===== src/rtl/div_unit.sv =====
// div_unit: iterative 32-bit integer divider (DIV, DIVU, REM, REMU).
// Radix-2 restoring division, one quotient bit per cycle, followed by a
// single sign-correction cycle. Latency from the accepting edge to the
// done cycle is 34 cycles (the cycle right after the accepting edge is
// cycle 1).
// Optional build macro DIV_EARLY_OUT_EN: divide-by-zero and signed
// overflow are answered directly from IDLE (done in cycle 1, busy never
// set). Without it those cases take the full path and FIX forces the
// architected values; results are identical either way.
`timescale 1ns/1ps
module div_unit (
  input  logic        clk,
  input  logic        rst,
  input  logic        start,
  input  logic [2:0]  divsel,
  input  logic [31:0] dividend,
  input  logic [31:0] divisor,
  input  logic        flush,
  output logic        busy,
  output logic        done,
  output logic [31:0] result
);

  typedef enum logic [1:0] {IDLE, CALC, FIX, DONE} state_t;

  localparam logic [2:0] OP_DIV  = 3'b001;
  localparam logic [2:0] OP_DIVU = 3'b010;
  localparam logic [2:0] OP_REM  = 3'b011;
  localparam logic [2:0] OP_REMU = 3'b100;

  state_t      state_q;
  logic [4:0]  cnt_q;
  logic [31:0] rem_q;      // partial remainder
  logic [31:0] quo_q;      // dividend bits shifting out, quotient bits shifting in
  logic [31:0] dvs_q;      // divisor magnitude
  logic [2:0]  op_q;
  logic        qneg_q;
  logic        rneg_q;
  logic        div0_q;
  logic        ovf_q;
  logic        busy_q;
  logic        done_q;
  logic [31:0] result_q;

  // Input decode: operation class, operand magnitudes and special cases.
  logic        op_valid, op_signed, op_rem, a_neg, b_neg, in_div0, in_ovf;
  logic [31:0] a_mag, b_mag;
  always_comb begin
    op_valid  = (divsel >= OP_DIV) && (divsel <= OP_REMU);
    op_signed = (divsel == OP_DIV) || (divsel == OP_REM);
    op_rem    = (divsel == OP_REM) || (divsel == OP_REMU);
    a_neg     = op_signed & dividend[31];
    b_neg     = op_signed & divisor[31];
    a_mag     = a_neg ? (32'd0 - dividend) : dividend;
    b_mag     = b_neg ? (32'd0 - divisor) : divisor;
    in_div0   = (divisor == 32'd0);
    in_ovf    = op_signed && (dividend == 32'h8000_0000) && (divisor == 32'hFFFF_FFFF);
  end

  // One restoring step: shift in the next dividend bit and trial-subtract.
  // The borrow out of the 33-bit subtraction decides the quotient bit.
  logic [32:0] shifted;
  logic [33:0] diff;
  logic        fits;
  logic        diff_unused;
  logic [31:0] rem_d, quo_d;
  always_comb begin
    shifted     = {rem_q, quo_q[31]};
    diff        = {1'b0, shifted} - {2'b00, dvs_q};
    fits        = ~diff[33];
    diff_unused = diff[32];   // always 0 when fits: remainder stays below divisor
    rem_d       = fits ? diff[31:0] : shifted[31:0];
    quo_d       = {quo_q[30:0], fits};
  end

  // Sign correction and forced values for the architected corner cases.
  logic        fix_rem;
  logic [31:0] fix_mag, fix_d;
  always_comb begin
    fix_rem = (op_q == OP_REM) || (op_q == OP_REMU);
    fix_mag = fix_rem ? rem_q : quo_q;
    fix_d   = (fix_rem ? rneg_q : qneg_q) ? (32'd0 - fix_mag) : fix_mag;
    if (div0_q && !fix_rem)
      fix_d = 32'hFFFF_FFFF;
    if (ovf_q)
      fix_d = fix_rem ? 32'd0 : 32'h8000_0000;
  end

`ifdef DIV_EARLY_OUT_EN
  // Immediate answer for the corner cases handled straight from IDLE.
  logic [31:0] early_res;
  always_comb begin
    if (in_div0)
      early_res = op_rem ? dividend : 32'hFFFF_FFFF;
    else
      early_res = op_rem ? 32'd0 : 32'h8000_0000;
  end
`endif

  // Control FSM with registered busy/done/result; rst overrides everything.
  always_ff @(posedge clk) begin
    if (rst) begin
      state_q  <= IDLE;
      cnt_q    <= '0;
      rem_q    <= '0;
      quo_q    <= '0;
      dvs_q    <= '0;
      op_q     <= '0;
      qneg_q   <= 1'b0;
      rneg_q   <= 1'b0;
      div0_q   <= 1'b0;
      ovf_q    <= 1'b0;
      busy_q   <= 1'b0;
      done_q   <= 1'b0;
      result_q <= '0;
    end else begin
      done_q <= 1'b0;
      case (state_q)
        IDLE: begin
          if (start && op_valid && !flush) begin
            op_q   <= divsel;
            qneg_q <= a_neg ^ b_neg;
            rneg_q <= a_neg;
            div0_q <= in_div0;
            ovf_q  <= in_ovf;
            rem_q  <= '0;
            quo_q  <= a_mag;
            dvs_q  <= b_mag;
            cnt_q  <= '0;
`ifdef DIV_EARLY_OUT_EN
            if (in_div0 || in_ovf) begin
              result_q <= early_res;
              done_q   <= 1'b1;
              state_q  <= DONE;
            end else begin
              busy_q  <= 1'b1;
              state_q <= CALC;
            end
`else
            busy_q  <= 1'b1;
            state_q <= CALC;
`endif
          end
        end
        CALC: begin
          if (flush) begin
            busy_q  <= 1'b0;
            state_q <= IDLE;
          end else begin
            rem_q <= rem_d;
            quo_q <= quo_d;
            cnt_q <= cnt_q + 5'd1;
            if (cnt_q == 5'd31)
              state_q <= FIX;
          end
        end
        FIX: begin
          busy_q <= 1'b0;
          if (flush) begin
            state_q <= IDLE;
          end else begin
            result_q <= fix_d;
            done_q   <= 1'b1;
            state_q  <= DONE;
          end
        end
        DONE: begin
          state_q <= IDLE;
        end
        default: begin
          busy_q  <= 1'b0;
          state_q <= IDLE;
        end
      endcase
    end
  end

  assign busy   = busy_q;
  assign done   = done_q;
  assign result = result_q;

endmodule

===== config.mk =====
export PLATFORM = sky130hd
export DESIGN_NAME = div_unit
export DESIGN_NICKNAME = d
export VERILOG_FILES = /design/src/rtl/div_unit.sv
export SDC_FILE = /design/constraint.sdc
export NUM_CORES = 1
export LEC_CHECK = 0
export BUFFER_PORTS_ARGS = -buffer_cell sky130_fd_sc_hd__buf_2
export CAP_MARGIN = 30
export CORE_ASPECT_RATIO = 0.5
export CORE_MARGIN = 10
export CORE_UTILIZATION = 61
export CTS_CLUSTER_DIAMETER = 30
export DETAILED_ROUTE_END_ITERATION = 7
export PLACE_DENSITY = 0.8
export SETUP_SLACK_MARGIN = 0.2
export SLEW_MARGIN = 20
export SYNTH_ARGS = -nofsm -noshare
export SYNTH_HDL_FRONTEND = slang
export SYNTH_SLANG_ARGS = --single-unit

===== constraint.sdc =====
create_clock -name clk -period 4.3 [get_ports clk]
set_input_delay 0.43 -clock clk [delete_from_list [all_inputs] [get_ports clk]]
set_output_delay 0.43 -clock clk [all_outputs]
set_load 0.01 [all_outputs]

==> flow_metrics.tcl, run 1 <==
set metrics [dict create \
    status "complete, no violations" \
    postRouteWirelength_mm 31.95 \
    end_kind "flip-flop" \
    fin_ws_ps 733.9 \
    synthFlopType "dfxtp_1" \
    async_reset_ff_share_pct 0 \
    rows 33 \
    setup_tns_ps 0 \
    pin_count 105 \
    vias 10880 \
    post-route-drc-count 0 \
    clk_pin_slew_ps 70 \
    wl_per_cell_um 18.40 \
    ys_types 72 \
    antenna_left 0 \
    cts_sinks 144 \
    post-cts-setup-buffer-count 0 \
    nFillCells 1433 \
    grt_pass1_wl_mm 51.83 \
    drtIter0Drc 1169 \
    syn_inst 1434 \
    drtPass1Iterations 8 \
    drive_gt1_share_pct 12.20 \
    track_usage_pct 27.10 \
    clk_path_buf_depth 2 \
    power.density_mw_per_mm2 358.3 \
    tritoncts "yes" \
    synth_seq_cells 144 \
    syn2layout_area_growth_pct 11.98 \
    port_buffers 104 \
    synth_edf_count 0 \
    hold_buffers 0 \
    cts-root-buf "clkbuf_16" \
    final_cell_area_sq_mm 0.01167 \
    synth-adder-area-share_pct 5.352 \
    yosysTopAreaCell "dfxtp_1" \
    critPathLaunchType "flip-flop" \
    gp_congestion 0.9249 \
    pre_cts_slack_ps 766.5 \
    initial_core_util_pct 62.97 \
    period_share_pct 82.93 \
    power_uw 4183 \
    fp.dieW_um 204.9 \
    cp_max_fo 57 \
    nets 1610 \
    synth.most_common_cell "nand2_1" \
    synth_compound_area_share_pct 27.13 \
    synthXorXnorAreaFrac_pct 8.988 \
    grt_max_degree 63 \
    switching_power_uw 1387 \
    drv_cap 0 \
    critPathKind "flip-flop to flip-flop" \
    synth_top_area_share_pct 27.65 \
    synth_area_leaders "dfxtp_1, nand2_1, a21oi_1" \
    antenna_found_initial 2 \
    regArea_sq_mm 0.002883 \
    hold_path.class "input pin to flip-flop" \
    first_global_vias 10160 \
    grt_overflow 0 \
    internal_power_uw 2796 \
    yosysWarnings 0 \
    period_needed_ps 3566 \
    slew_viol_final 0 \
    synth.cell_area_sq_mm 0.01043 \
    ys_seq_area_share_pct 27.65 \
    utilization_pct 70.51 \
    dp_hpwl_mm 23.76 \
    required_ps 4610 \
    htreeDepth 4 \
    finClkSkew_ps 13.43 \
    rsz0062_at_grt "no" \
    vias_per_cell 6.265 \
    peakVddDrop_v 0.0003018 \
    setup_violations 0 \
    worstMarginPinSlew_ps 913.5 \
    yosys.area_share.simple_pct 23.68 \
    postPlaceCellArea_sq_mm 0.01103 \
    slew_headroom_pct 38.95 \
    p_seq_share_pct 34.2 \
    p_comb_share_pct 26.8 \
    ys_top_cells_by_count "nand2_1, nor2_1, dfxtp_1, a21oi_1, o21ai_0" \
    cts_resized 0 \
    power.clock.fraction_pct 39.0 \
    multi_input_area_sq_mm 0.006969 \
    p_sw_share_pct 33.15 \
    synth_top_family_by_area "compound AO/OA/AOI/OAI gates" \
    max_freq_ghz 0.2804 \
    die_area_sq_mm 0.02304 \
    cts_buffers 17 \
    synthMuxAreaShare_pct 1.440 \
    hold_violations 0 \
    synth.net_count 1549 \
    clk_latency_ps 440 \
    syn_avg_cell_area_sq_um 7.271 \
    coreArea_sq_mm 0.01656 \
    worstPathArrival_ps 3870 \
    p_leak_uw 0.004484 \
    die-height_um 112.4 \
]
cell type report:
type / instances / area share, %
tap: 227 / 2.433
timing repair buffer: 128 / 6.002
sequential: 144 / 24.69
inverter: 52 / 1.672
antenna: 1 / 0.02143
clock inverter: 14 / 1.725
multi-input combinational: 1152 / 59.69
clock buffer: 18 / 3.762
placed cells by master (no fill, tap or decap), drive strengths merged, types with 4 or more instances in the layout:
master / Yosys / routed
nor2: 150 / 150
dfxtp: 144 / 144
bufinv: 0 / 4
o21ai: 149 / 149
a311oi: 5 / 5
and2: 16 / 16
nor3b: 22 / 22
o221ai: 25 / 25
clkinvlp: 0 / 5
nand2: 209 / 209
o41ai: 5 / 5
o21a: 5 / 5
ha: 43 / 43
nor2b: 8 / 8
and3: 12 / 12
nand4: 18 / 18
or4: 8 / 8
a31oi: 11 / 11
o31ai: 15 / 15
o22ai: 5 / 5
nand2b: 11 / 11
clkbuf: 62 / 18
a21o: 8 / 8
inv: 52 / 57
or3: 13 / 13
nor4: 10 / 10
nand3b: 6 / 6
a32oi: 9 / 9
mux2i: 15 / 15
buf: 24 / 128
xnor2: 57 / 57
nor3: 25 / 25
a211oi: 35 / 35
xor2: 50 / 50
a22oi: 7 / 7
nand3: 18 / 18
a21oi: 140 / 140
metal layers:
metal  vias up  part of all wire (%)  track usage (%)
met3        65                    12            7.348
met1      5039                    44            36.18
met2       526                    43            42.30
met4         6                   1.5            6.573
li1       5240                     -                -
met5         -                  0.29            2.101
registers in the layout, summed over array words and instances (netlist names):
register / cells
busy: 1
cnt_q: 5
div0_q: 1
done: 1
dvs_q: 32
op_q: 3
ovf_q: 1
qneg_q: 1
quo_q: 32
rem_q: 32
result: 32
rneg_q: 1
state_q: 2
power by group through the flow:
stage	Combinational (uW)	Clock [uW]	Sequential [uW]
after global placement	1070	0	1460
after floorplan	844	0	1450
after global routing	1230	1690	1440
final	1120	1630	1430
after CTS	1100	1630	1430
after detailed placement	1090	0	1460
metrics by stage:
stage / hold slack [ps] / cells
2_1_floorplan: 431.9 / 1434
3_3_place_gp: 422.5 / 1702
3_5_place_dp: 427.3 / 1703
4_1_cts: 276.4 / 1735
5_1_grt: 278.8 / 1735
6_report: 281.8 / 1736
path summary, 6_finish.rpt:
path | startpoint | endpoint | slack, ps | cells past startpoint
max reg2reg | dvs_q[1] | rem_q[16] | 730 | 12
min reg2reg | result[14] | result[14] | 430 | 2
min | divsel[0] | op_q[0] | 280 | 3
max | dvs_q[1] | rem_q[16] | 730 | 12
critical path: stages, from the launching register on:
cell,delay [ps]
dfxtp_1,390
inv_1,70
ha_1,260
nor2b_1,140
o31a_1,270
o31a_1,290
a221o_1,370
nand3_1,150
a211oi_1,150
a2111oi_4,360
buf_4,530
nand2b_1,320
o21ai_0,140
kinds of logic (layout without fill, tap and decap cells):
family / Yosys count / count (layout)
AO/OA/AOI/OAI: 453 / 453
other: 0 / 1
XOR/XNOR: 107 / 107
AND/OR/NAND/NOR: 533 / 533
adder cells (fa/ha/maj): 44 / 44
flip-flops: 144 / 144
multiplexers: 15 / 15
buffers and inverters: 138 / 212
(Power assumes the default switching activity.)
==> run 2: changes to the inputs <==
==> constraint.sdc (replaced) <==
create_clock -name clk -period 3.45 [get_ports clk]
set_input_delay 0.345 -clock clk [delete_from_list [all_inputs] [get_ports clk]]
set_output_delay 0.345 -clock clk [all_outputs]
set_load 0.01 [all_outputs]
==> run 2 against run 1 <==
Routed wire length is 2.1% higher. Total power rose by 28%. Sequential cell count unchanged. Critical endpoint is now rem_q[6]. Largest cell class unchanged.
==> flow_metrics.tcl, run 2 (synthesized netlist as in run 1, its figures left out) <==
set metrics [dict create \
    period_needed_ps 3229 \
    period_share_pct 93.60 \
    slew_headroom_pct 39.97 \
    tritoncts "yes" \
    postPlaceCellArea_sq_mm 0.01120 \
    worstMarginPinSlew_ps 900.0 \
    cts-root-buf "clkbuf_16" \
    worstPathArrival_ps 3490 \
    antenna_left 0 \
    pin_count 105 \
    track_usage_pct 26.52 \
    final_cells 1771 \
    pre_cts_slack_ps 9.122 \
    power_uw 5347 \
    postRouteWirelength_mm 32.63 \
    critPathLaunchType "flip-flop" \
    rsz0062_at_grt "yes" \
    drtIter0Drc 1134 \
    vias 11200 \
    clk_path_buf_depth 2 \
    die-height_um 112.4 \
    fp.dieW_um 204.9 \
    max_freq_ghz 0.3097 \
    port_buffers 104 \
    cts_buffers 17 \
    end_kind "flip-flop" \
    cts_sinks 144 \
    first_global_vias 10190 \
    dpl.cell_count 1724 \
    final_cell_area_sq_mm 0.01207 \
    wl_per_cell_um 18.42 \
    clk_pin_slew_ps 60 \
    dp_hpwl_mm 24.20 \
    layout_commonest_cell "nand2_1" \
    initial_core_util_pct 62.97 \
    hold_violations 0 \
    grt_pass1_wl_mm 50.88 \
    status "complete, no violations" \
    rows 33 \
    syn2layout_area_growth_pct 15.79 \
    setup_tns_ps 0 \
    antennaDiodeCount 0 \
    vias_per_cell 6.326 \
    drv_cap 0 \
    htreeDepth 4 \
    nets 1646 \
    grt_overflow 0 \
    fin_ws_ps 220.9 \
    gp_congestion 0.9494 \
    final_cell_mix "nand2_1, nor2_1, a21oi_1, dfxtp_1, o21ai_0" \
    die_area_sq_mm 0.02304 \
    antenna_found_initial 1 \
    coreArea_sq_mm 0.01656 \
    drtPass1Iterations 6 \
    grt_max_degree 59 \
    drive_gt1_share_pct 14.90 \
    p_leak_uw 0.004742 \
    hold_path.class "input pin to flip-flop" \
    finClkSkew_ps 12.50 \
    setup_violations 0 \
    slew_viol_final 0 \
    power.density_mw_per_mm2 442.9 \
    cp_max_fo 7 \
    peakVddDrop_v 0.0003743 \
    nFillCells 1341 \
    clk_latency_ps 420 \
    post-route-drc-count 0 \
    critPathKind "flip-flop to flip-flop" \
    required_ps 3710 \
]
[run 2: layout make-up]
type | instances | area (sq um) | share of cell area (%)
tap | 227 | 284.0 | 2.353
multi-input combinational | 1152 | 7027 | 58.20
timing repair buffer | 164 | 1056 | 8.747
inverter | 52 | 195.2 | 1.617
clock buffer | 20 | 466.7 | 3.866
sequential | 144 | 2888 | 23.92
clock inverter | 12 | 156.4 | 1.295
[run 2: what timing repair did]
action                     4_1_cts  5_1_grt
pin swaps                        1        6
buffers inserted                 2        9
setup endpoints to repair       29       38
hold buffers                     0        0
cloned                           0        4
resized for setup                5       27
[run 2: stage by stage]
step / hold slack, ps / util [%]
3_3_place_gp: 422.3 / 67.61
3_5_place_dp: 426.0 / 67.66
4_1_cts: 204.3 / 71.64
2_1_floorplan: 431.9 / -
5_1_grt: 220.6 / 72.92
6_report: 215.3 / 72.92
[run 2: layer usage]
metal | up-vias | track usage [%] | share of wire [%]
li1 | 5329 | - | -
met1 | 5164 | 36.16 | 43
met2 | 617 | 41.58 | 43
met3 | 92 | 4.707 | 11
met4 | 2 | 8.569 | 2.5
met5 | - | 0 | 0.040
[run 2: worst max-delay path, stage by stage, from the launching register on]
cell and delay, ps:
dfxtp_2 350, inv_1 50, ha_1 260, nor2b_1 140
o31a_1 260, o31a_1 340, a221o_1 400, nand3_2 140
a211oi_4 90, a2111oi_4 410, buf_4 220, buf_12 130
nor2_1 50, a21oi_1 150, o21ai_1 90
[run 2: power breakdown]
group / switching, uW / internal [uW]
Sequential: 57.1 / 1730
Combinational: 943 / 653
Clock: 766 / 1200
[run 2: final timing paths]
kind,startpoint,slack [ps],to,cells past startpoint
worst max-delay path,dvs_q[1],220,rem_q[6],14
worst max register to register,dvs_q[1],220,rem_q[6],14
worst min register to register,result[23],430,result[23],2
worst min-delay path,divsel[1],220,op_q[1],3
